### src/rtl/sync_fifo_param.sv
// sync_fifo_param: single-clock parametrised FIFO with level, threshold flags and error pulses.
// Optional FIFO_FWFT_EN selects first-word fall-through read data; default is registered read.
`default_nettype none

module sync_fifo_param #(
  parameter int DATA_WIDTH    = 8,
  parameter int ADDR_WIDTH    = 4,
  parameter int AFULL_THRESH  = 12,
  parameter int AEMPTY_THRESH = 2
) (
  input  logic                  clk,
  input  logic                  rst,
  input  logic                  winc,
  input  logic                  rinc,
  input  logic [DATA_WIDTH-1:0] writeData,
  output logic [DATA_WIDTH-1:0] readData,
  output logic                  full,
  output logic                  empty,
  output logic                  almost_full,
  output logic                  almost_empty,
  output logic [ADDR_WIDTH:0]   level,
  output logic                  overflow,
  output logic                  underflow
);

  localparam int              c_DEPTH  = 2 ** ADDR_WIDTH;
  localparam logic [ADDR_WIDTH:0] c_AFULL  = (ADDR_WIDTH+1)'(AFULL_THRESH);
  localparam logic [ADDR_WIDTH:0] c_AEMPTY = (ADDR_WIDTH+1)'(AEMPTY_THRESH);

  logic [DATA_WIDTH-1:0] r_mem [c_DEPTH];

  logic [ADDR_WIDTH:0] r_wptr;
  logic [ADDR_WIDTH:0] r_rptr;
  logic [ADDR_WIDTH:0] r_level;
  logic                r_full;
  logic                r_empty;
  logic                r_afull;
  logic                r_aempty;
  logic                r_ovf;
  logic                r_unf;

  logic                w_wr_acc;
  logic                w_rd_acc;
  logic [ADDR_WIDTH:0] w_wptr_nxt;
  logic [ADDR_WIDTH:0] w_rptr_nxt;
  logic [ADDR_WIDTH:0] w_level_nxt;

  // Acceptance uses the registered flags, i.e. the state before the edge.
  assign w_wr_acc    = winc && !r_full;
  assign w_rd_acc    = rinc && !r_empty;
  assign w_wptr_nxt  = r_wptr + {{ADDR_WIDTH{1'b0}}, w_wr_acc};
  assign w_rptr_nxt  = r_rptr + {{ADDR_WIDTH{1'b0}}, w_rd_acc};
  assign w_level_nxt = w_wptr_nxt - w_rptr_nxt;

  always_ff @(posedge clk) begin
    if (w_wr_acc) begin
      r_mem[r_wptr[ADDR_WIDTH-1:0]] <= writeData;
    end
  end

  always_ff @(posedge clk or posedge rst) begin
    if (rst) begin
      r_wptr   <= '0;
      r_rptr   <= '0;
      r_level  <= '0;
      r_full   <= 1'b0;
      r_empty  <= 1'b1;
      r_afull  <= 1'b0;
      r_aempty <= 1'b1;
      r_ovf    <= 1'b0;
      r_unf    <= 1'b0;
    end else begin
      r_wptr   <= w_wptr_nxt;
      r_rptr   <= w_rptr_nxt;
      r_level  <= w_level_nxt;
      r_full   <= (w_wptr_nxt == {~w_rptr_nxt[ADDR_WIDTH], w_rptr_nxt[ADDR_WIDTH-1:0]});
      r_empty  <= (w_wptr_nxt == w_rptr_nxt);
      r_afull  <= (w_level_nxt >= c_AFULL);
      r_aempty <= (w_level_nxt <= c_AEMPTY);
      r_ovf    <= winc && r_full;
      r_unf    <= rinc && r_empty;
    end
  end

`ifdef FIFO_FWFT_EN
  // Head entry is visible combinationally; forced to zero while empty so reset reads clean.
  assign readData = r_empty ? '0 : r_mem[r_rptr[ADDR_WIDTH-1:0]];
`else
  logic [DATA_WIDTH-1:0] r_rdata;

  always_ff @(posedge clk or posedge rst) begin
    if (rst) begin
      r_rdata <= '0;
    end else if (w_rd_acc) begin
      r_rdata <= r_mem[r_rptr[ADDR_WIDTH-1:0]];
    end
  end

  assign readData = r_rdata;
`endif

  assign full         = r_full;
  assign empty        = r_empty;
  assign almost_full  = r_afull;
  assign almost_empty = r_aempty;
  assign level        = r_level;
  assign overflow     = r_ovf;
  assign underflow    = r_unf;

endmodule

`default_nettype wire

### config.mk
export PLATFORM = sky130hd
export DESIGN_NAME = sync_fifo_param
export DESIGN_NICKNAME = d
export VERILOG_FILES = /design/src/rtl/sync_fifo_param.sv
export SDC_FILE = /design/constraint.sdc
export NUM_CORES = 1
export LEC_CHECK = 0
export ABC_AREA = 1
export CAP_MARGIN = 0
export CORE_AREA = 10 10 120 122
export DETAILED_ROUTE_END_ITERATION = 10
export DIE_AREA = 0 0 130 132
export PLACE_DENSITY = 0.72
export RECOVER_POWER = 50
export SLEW_MARGIN = 20
export SYNTH_ARGS = -nofsm -noshare
export SYNTH_HDL_FRONTEND = slang
export SYNTH_SLANG_ARGS = --single-unit
export TNS_END_PERCENT = 100
### constraint.sdc
create_clock -name clk -period 5.2 [get_ports clk]
set_input_delay 1.04 -clock clk [delete_from_list [all_inputs] [get_ports clk]]
set_output_delay 1.04 -clock clk [all_outputs]
set_load 0.05 [all_outputs]
==> key figures, run 1 <==
Status
  – Run status: finished, violations left
  – Violations in the final reports: max-capacitance violations, max-slew violations

Die
  – Die height: roughly 130 um
  – Floorplan row count: 40
  – Area inside the core boundary: 11900 um^2
  – Initial Util: a little over half
  – Overall die area: ~17000 um^2
  – Die span in x: 130 um
  – Number of placed I/O pins: 31

Worst setup path
  – Depth of the critical timing path with buffers and inverters included: 15
  – Reg2Reg Setup Slack: 1330 ps
  – Data arrival time of the critical path: 4210 ps
  – Worst Setup Path Type: flip-flop to flip-flop
  – Element type at the critical path start: flip-flop
  – Kind of end point of the critical path: flip-flop
  – Endpoint of the worst register-to-register path: almost_empty$_DFF_PP1_
  – Timing endpoint of the critical path: almost_empty$_DFF_PP1_
  – Top cell by count, worst path: nand2_1
  – Total buffers and inverters traversed by the critical path: 4
  – Worst R2R Path Depth: 15
  – Critical Path Fanout Max: 36
  – Critical Path Slowest Stage Cell: clkbuf_1
  – Critical path's largest stage delay: 1130 ps
  – Critical path required time: about 5600 ps
  – Cell-by-cell listing of the critical path: clkbuf_1 -> inv_1 -> nand2_1 -> nand2_1 -> nand2_2 -> nand2_1 -> inv_1 -> ha_1 -> inv_1 -> nand2_2 -> nand3_1 -> nand2_1 -> nand3_2 -> nand2_2 -> nor2_2
  – CP delay by family, top: buffers and inverters
  – Crit Reg-Reg Startpoint: r_rptr[1]$_DFF_PP0_
  – Worst setup path startpoint: r_rptr[1]$_DFF_PP0_

STA
  – RSZ-0062 raised after global routing: false
  – Finish-stage setup viols: 0
  – Crit path time final: 3870 ps
  – Slew of the pin with the lowest slew margin: 1580 ps
  – Worst Hold Margin: 482 ps
  – Number of endpoints with negative hold slack in the final report: 0
  – Clock tree skew after final layout: 6.47 ps
  – Share of the clock period used by the worst path after layout: about three quarters
  – Total negative slack for setup checks: 0 ps
  – Slew Limit Fails: 37
  – Max Fclk: around 260 MHz
  – Tightest slew margin relative to the limit: -5.05%

Power
  – Relative contribution of the clock network to total power: 24.9%
  – Internal power contribution: 2.90 mW
  – Switching pwr: 1.95 mW
  – Worst ir drop on vdd: 0.311 mV
  – Switch share: 40.1%
  – Sequential share of power: 35.3%
  – Leakage power summed over all cells: around 2.7 nW
  – Logic pwr share: 39.8%
  – PD cells: 656 nW/um^2

Clocking
  – TritonCTS clock tree: built
  – Post-CTS clock slew at the launch and capture registers of the worst setup and hold paths: 60 ps
  – Largest buffer count on any clock path: 2
  – Count of instances resized after the clock tree is built: 0
  – Root cell of the clock tree: clkbuf_16
  – H-tree levels: 4
  – Count of hold buffers inserted by post-cts repair: 0
  – Number of clock buffers inserted by TritonCTS: 17
  – Insertion delay to the later sink of the worst-skew pair: 410 ps
  – Buffers inserted during post-CTS setup optimization: 0
  – CTS sink cnt: 157

Global routing
  – Largest net degree at the start of global routing: about 70
  – Overall fraction of global-route tracks in use: 17.3%
  – Initial antenna violation count: 0
  – First-pass GRT wire length: between 20 and 25 mm
  – Number of global-route vias before repair: between 4000 and 5000
  – Final global-route overflow total: 0

Place
  – Total of buffers placed on input and output ports: 30
  – Detailed-placement wirelength estimate: 8.91 mm
  – Final weighted congestion in routability-driven placement: 0.805
  – Placed inst area: 6830 um^2
  – Placed Cells incl. Taps: 687

Cells and area
  – Area growth, synth to finish: 14.8%
  – Ratio of cells with drive above 1 in the final layout: 8.58%
  – Post-route cell area: around 7400 um^2
  – Commonest cells after routing, fill and taps aside: edfxtp_1 (128), nor2_1 (87), nand2_1 (66)
  – Most common cell after layout, fill and taps aside: edfxtp_1
  – Layout net count: 575
  – Total area of multi-input combinational cells: 1590 um^2
  – Filler cell count: 912
  – Register Area: 4570 um^2
  – Post-Layout Cell Count: 718
  – Antenna Diode Count: 0

Routing
  – Via count: approximately 4200
  – Number of violations reported at the end of detailed-routing iteration 0: about 350
  – DRC: 0
  – Post-DR vias/cell: 5.87
  – Average wire per standard cell: 20.0 um
  – Number of search-and-repair iterations in the first detailed-routing pass: 5
  – Detailed-route wire length: 14.3 mm
  – Number of nets still failing antenna checks after routing: 0

Run
  – Number of max-capacitance violations reported: 1

Logic synthesis
  – Post-Synth Simple-Gate Area: approximately 14%
  – Fraction of synthesized area in multiplexers: 0%
  – Post-Synthesis Net Count: 546
  – Total of flip-flops plus latches after synthesis: 157
  – Cell area after synthesis: 6430 um^2
  – Sequential area share after synthesis: 71.0%
  – Post-synthesis xor/xnor area fraction: 0.253%
  – Synth Area in Adders: 0.778%
  – Main combinational cell family by area after synthesis: simple AND/OR/NAND/NOR gates
  – Complex-gate fraction of the synthesized area: about a tenth
  – Post-Synthesis Mean Instance Area: 12.1 um^2
  – Post-synth top area share: 59.7%
  – Gate count after technology mapping: 530
  – Area contributors post-synth: edfxtp_1 (60%), dfrtp_1 (10%), o21ai_0 (5.0%), nor2_1 (5.0%), o221ai_1 (4.4%)
  – Post-synth cell types: 27
  – Most area-hungry cell type in the Yosys netlist: edfxtp_1
  – YS warnings: 0

Hold path
  – HP Class: flip-flop to flip-flop
Yosys cell counts:
library cell  count
dfrtp_1          27
buf_4             2
clkbuf_1         12
nand3_2           5
nor2_1           85
a21oi_1           2
nand3b_1          3
nor3_1            4
nor2_2            3
clkbuf_2          1
xnor2_2           1
nand4_1           4
nor2_4            1
dfstp_2           2
ha_1              4
edfxtp_1        128
buf_6             3
buf_2             9
a31oi_1           1
clkinv_1          3
o21ai_0          64
o221ai_1         32
nand3_1          32
nand2_1          66
inv_2             1
inv_1            29
nand2_2           6
flip-flops by register name (all words and copies together), names as in the netlist:
signal	count
almost_empty	1
r_wptr	5
r_rptr	5
level	5
empty	1
underflow	1
overflow	1
readData	8
r_mem	128
full	1
almost_full	1
routing by layer:
layer | global-route usage (%) | routed length, um
met1 | 22.3 | 6120
met2 | 27.5 | 7060
met3 | 4.63 | 936
met4 | 6.13 | 216
met5 | 0 | 0
power by group through the flow:
stage,Sequential [mW],Clock [mW],Combinational (mW)
global placement,1.73,0,1.85
CTS,1.71,1.22,1.93
global route,1.73,1.28,2.13
detailed placement,1.74,0,1.90
finish,1.71,1.21,1.93
floorplan,1.91,0,1.19
cell type report:
class,instances,area share (%)
repair buffers,37,4.62
flip-flops and latches,157,61.9
clock buffers,18,5.81
multi-input cells,313,21.5
clock inverters,13,2.03
well taps,147,2.49
inverters,33,1.68
how the worst min path moves through the flow:
| stage | start | endpoint | slack [ps] | depth (start not counted) |
|---|---|---|---|---|
| after floorplan | r_rptr[4]$_DFF_PP0_ | r_rptr[4]$_DFF_PP0_ | 490 | 2 |
| after global placement | readData[5]$_DFFE_PP0P_ | readData[5]$_DFFE_PP0P_ | 470 | 2 |
| after detailed placement | readData[7]$_DFFE_PP0P_ | readData[7]$_DFFE_PP0P_ | 470 | 2 |
| after CTS | readData[7]$_DFFE_PP0P_ | readData[7]$_DFFE_PP0P_ | 480 | 2 |
| after global routing | readData[7]$_DFFE_PP0P_ | readData[7]$_DFFE_PP0P_ | 520 | 2 |
| final | readData[2]$_DFFE_PP0P_ | readData[2]$_DFFE_PP0P_ | 480 | 2 |
tightest hold or removal path, stage by stage, from the launching register on:
cell     delay (ps)
dfrtp_1         340
nand2_1          50
nand2_1          50
kinds of logic after synthesis:
logic type | after synthesis
flops | 157
compound gates | 99
fa+ha+maj | 4
simple gates | 209
xor+xnor | 1
buf+inv | 60
metrics by stage:
stage / utilization (%) / power (mW) / setup slack [ps]
after floorplan: - / 3.10 / 2220
after global placement: 57.3 / 3.58 / 1730
after global routing: 62.0 / 5.14 / 916
after CTS: 62.2 / 4.86 / 1930
after detailed placement: 57.3 / 3.64 / 1540
final: 62.0 / 4.85 / 1330
No activity file was read; power rests on OpenSTA's default activity.
==> run 2, diff against run 1 <==
==> constraint.sdc (replaced) <==
create_clock -name clk -period 4.05 [get_ports clk]
set_input_delay 0.81 -clock clk [delete_from_list [all_inputs] [get_ports clk]]
set_output_delay 0.81 -clock clk [all_outputs]
set_load 0.05 [all_outputs]
==> run 2 against run 1 <==
Net effect: the flow now finishes without violations; largest power group unchanged; largest cell class unchanged; routed wire length up 0.46%; final cell count rose by 0.28%; combinational power is 26% higher; register-to-register slack worse by 380 ps; clock power increased by 32%; sequential share of layout area down 0.28 points.
==> key figures, run 2 (synthesis results as in run 1) <==
Routing
  – Number of nets still failing antenna checks after routing: 0 (unchanged)
  – Post-DR vias/cell: 5.91 (was 5.87)
  – Number of search-and-repair iterations in the first detailed-routing pass: 6 (was 5)
  – Average wire per standard cell: 20.0 um (about the same)
  – Number of violations reported at the end of detailed-routing iteration 0: 390 (was 354)
  – Detailed-route wire length: 14.4 mm (was 14.3 mm)
  – Via count: 4252 (was 4214)
  – DRC: 0 (unchanged)

STA
  – Crit path time final: 3260 ps
  – Final setup margin: 792 ps (was 1330 ps)
  – Number of endpoints with negative hold slack in the final report: 0 (unchanged)
  – Tightest slew margin relative to the limit: 22.4% (was -5.05%)
  – Total negative slack for setup checks: 0 ps (unchanged)
  – Finish-stage setup viols: 0 (unchanged)
  – Slew of the pin with the lowest slew margin: 1160 ps (was 1580 ps)
  – Clock tree skew after final layout: 7.03 ps (was 6.47 ps)
  – RSZ-0062 raised after global routing: false (unchanged)
  – Slew Limit Fails: 0 (was 37)
  – Share of the clock period used by the worst path after layout: 80.4%
  – Max Fclk: 307 MHz
  – Worst Hold Margin: 481 ps (was 482 ps)

Clocking
  – Count of hold buffers inserted by post-cts repair: 0 (unchanged)
  – CTS sink cnt: 157 (unchanged)
  – TritonCTS clock tree: built (unchanged)
  – Post-CTS clock slew at the launch and capture registers of the worst setup and hold paths: 60 ps (about the same)
  – Insertion delay to the later sink of the worst-skew pair: 420 ps (was 410 ps)
  – H-tree levels: 4 (unchanged)
  – Count of instances resized after the clock tree is built: 0 (unchanged)
  – Largest buffer count on any clock path: 2 (unchanged)
  – Root cell of the clock tree: clkbuf_16 (unchanged)
  – Buffers inserted during post-CTS setup optimization: 0 (unchanged)
  – Number of clock buffers inserted by TritonCTS: 17 (unchanged)

Worst setup path
  – Top cell by count, worst path: inv_1 (was nand2_1)
  – Worst setup path startpoint: rinc (was r_rptr[1]$_DFF_PP0_)
  – Data arrival time of the critical path: 3620 ps (was 4210 ps)
  – Critical Path Slowest Stage Cell: dlygate4sd3_1 (was clkbuf_1)
  – Kind of end point of the critical path: flip-flop (unchanged)
  – Cell-by-cell listing of the critical path: dlygate4sd3_1 -> inv_1 -> nor2_1 -> clkinv_1 -> nand2_1 -> nand2_1 -> inv_1 -> ha_1 -> inv_1 -> ha_1 -> inv_1 -> nand2_2 -> nand3_1 -> nand2_1 -> nand3_2 -> nand2_2 -> nor2_2 (was clkbuf_1 -> inv_1 -> nand2_1 -> nand2_1 -> nand2_2 -> nand2_1 -> inv_1 -> ha_1 -> inv_1 -> nand2_2 -> nand3_1 -> nand2_1 -> nand3_2 -> nand2_2 -> nor2_2)
  – Total buffers and inverters traversed by the critical path: 6 (was 4)
  – Worst Setup Path Type: primary input to flip-flop (was flip-flop to flip-flop)
  – Critical path's largest stage delay: 630 ps (was 1130 ps)
  – Crit Reg-Reg Startpoint: r_rptr[0]$_DFF_PP0_ (was r_rptr[1]$_DFF_PP0_)
  – Element type at the critical path start: primary input (was flip-flop)
  – CP delay by family, top: buffers and inverters (unchanged)
  – Critical Path Fanout Max: 11 (was 36)
  – Critical path required time: 4410 ps (was 5550 ps)

Die
  – Initial Util: 54.0% (unchanged)
  – Number of placed I/O pins: 31 (unchanged)
  – Die height: 132 um (unchanged)
  – Area inside the core boundary: 11900 um^2 (unchanged)
  – Die span in x: 130 um (unchanged)
  – Floorplan row count: 40 (unchanged)
  – Overall die area: 17200 um^2 (unchanged)

Cells and area
  – Post-route cell area: 7420 um^2 (was 7390 um^2)
  – Area growth, synth to finish: 15.3% (was 14.8%)
  – Ratio of cells with drive above 1 in the final layout: 9.25% (was 8.58%)
  – Commonest cells after routing, fill and taps aside: edfxtp_1 (128), nor2_1 (87), nand2_1 (66) (unchanged)
  – Filler cell count: 919 (was 912)
  – Layout net count: 576 (was 575)
  – End-of-flow core utilization: 62.3% (was 62.0%)
  – Most common cell after layout, fill and taps aside: edfxtp_1 (unchanged)
  – Antenna Diode Count: 0 (unchanged)
  – Max FFs per register: 128 (unchanged)
  – Post-Layout Cell Count: 720 (was 718)

Power
  – Leakage power summed over all cells: 2.73 nW (was 2.70 nW)
  – Worst ir drop on vdd: 0.348 mV (was 0.311 mV)
  – PD cells: 845 nW/um^2 (was 656 nW/um^2)
  – Overall power of the completed layout: 6.27 mW (was 4.85 mW)

Place
  – Detailed-placement wirelength estimate: 9.05 mm (was 8.91 mm)
  – Total of buffers placed on input and output ports: 30 (unchanged)
  – Worst Setup Slack post-DPL: 670 ps (was 1540 ps)
  – Placed Cells incl. Taps: 688 (was 687)
  – Placed inst area: 6840 um^2 (was 6830 um^2)
  – Final weighted congestion in routability-driven placement: 0.801 (was 0.805)

Status
  – Run status: complete, no violations (was finished, violations left)

Hold path
  – HP Start: readData[7]$_DFFE_PP0P_ (was readData[2]$_DFFE_PP0P_)
  – HP Class: flip-flop to flip-flop (unchanged)

Global routing
  – Number of global-route vias before repair: 4172 (was 4234)
  – Initial antenna violation count: 0 (unchanged)
  – GRT busiest layer: met2 (unchanged)
  – Met2 Usage GRT: 26.9% (was 27.5%)
  – Largest net degree at the start of global routing: 38 (was 69)
  – Overall fraction of global-route tracks in use: 17.4% (was 17.3%)
  – Final global-route overflow total: 0 (unchanged)
  – Met3 track demand over resource in global routing: 4.75% (was 4.63%)
  – First-pass GRT wire length: 23.0 mm (was 22.7 mm)
  – Met1 capacity usage during global routing: 23.3% (was 22.3%)

Run
  – Number of max-capacitance violations reported: 0 (was 1)
[run 2: cell count changes in the layout (fill, tap and decap cells not counted)]
cell        before  now
inv_6            0    4
clkinvlp_2       0    1
clkinv_1         6    4
clkinv_2         2    1
dfrtp_2          1    0
buf_4            4    7
dfrtp_1         26   27
clkinvlp_4       4    1
clkbuf_1         4    3
clkinv_4         1    2
[run 2: cell type report]
type / instances / area [um^2] / area share [%]
Clock buffer: 19 / 433 / 5.84
Clock inverter: 13 / 164 / 2.21
Inverter: 33 / 124 / 1.67
Multi-Input combinational cell: 313 / 1590 / 21.4
Sequential cell: 157 / 4570 / 61.6
Tap cell: 147 / 184 / 2.48
Timing Repair Buffer: 38 / 357 / 4.81
[run 2: worst min-delay path, cell delays in order, from the launching register on]
cell and delay [ps]:
dfrtp_1 340, nand2_1 50, nand2_1 50
[run 2: where the power goes]
| part | internal, mW | switching (mW) |
|---|---|---|
| Combinational | 0.738 | 1.69 |
| Sequential | 2.03 | 0.207 |
| Clock | 0.974 | 0.623 |
| Total | 3.75 | 2.52 |
[run 2: worst paths after layout]
kind	slack [ps]	cells past startpoint	end
min reg2reg	480	2	readData[7]$_DFFE_PP0P_
min	480	2	readData[7]$_DFFE_PP0P_
max	790	17	almost_empty$_DFF_PP1_
max reg2reg	950	14	almost_empty$_DFF_PP1_
min in group asynchronous	1110	2	readData[4]$_DFFE_PP0P_
max in group asynchronous	2290	2	r_wptr[1]$_DFF_PP0_
[run 2: routing by layer]
layer / routed length [um] / share of wire, %
met2: 6990 / 49
met5: 0 / 0
met3: 977 / 6.8
met1: 6210 / 43
met4: 218 / 1.5
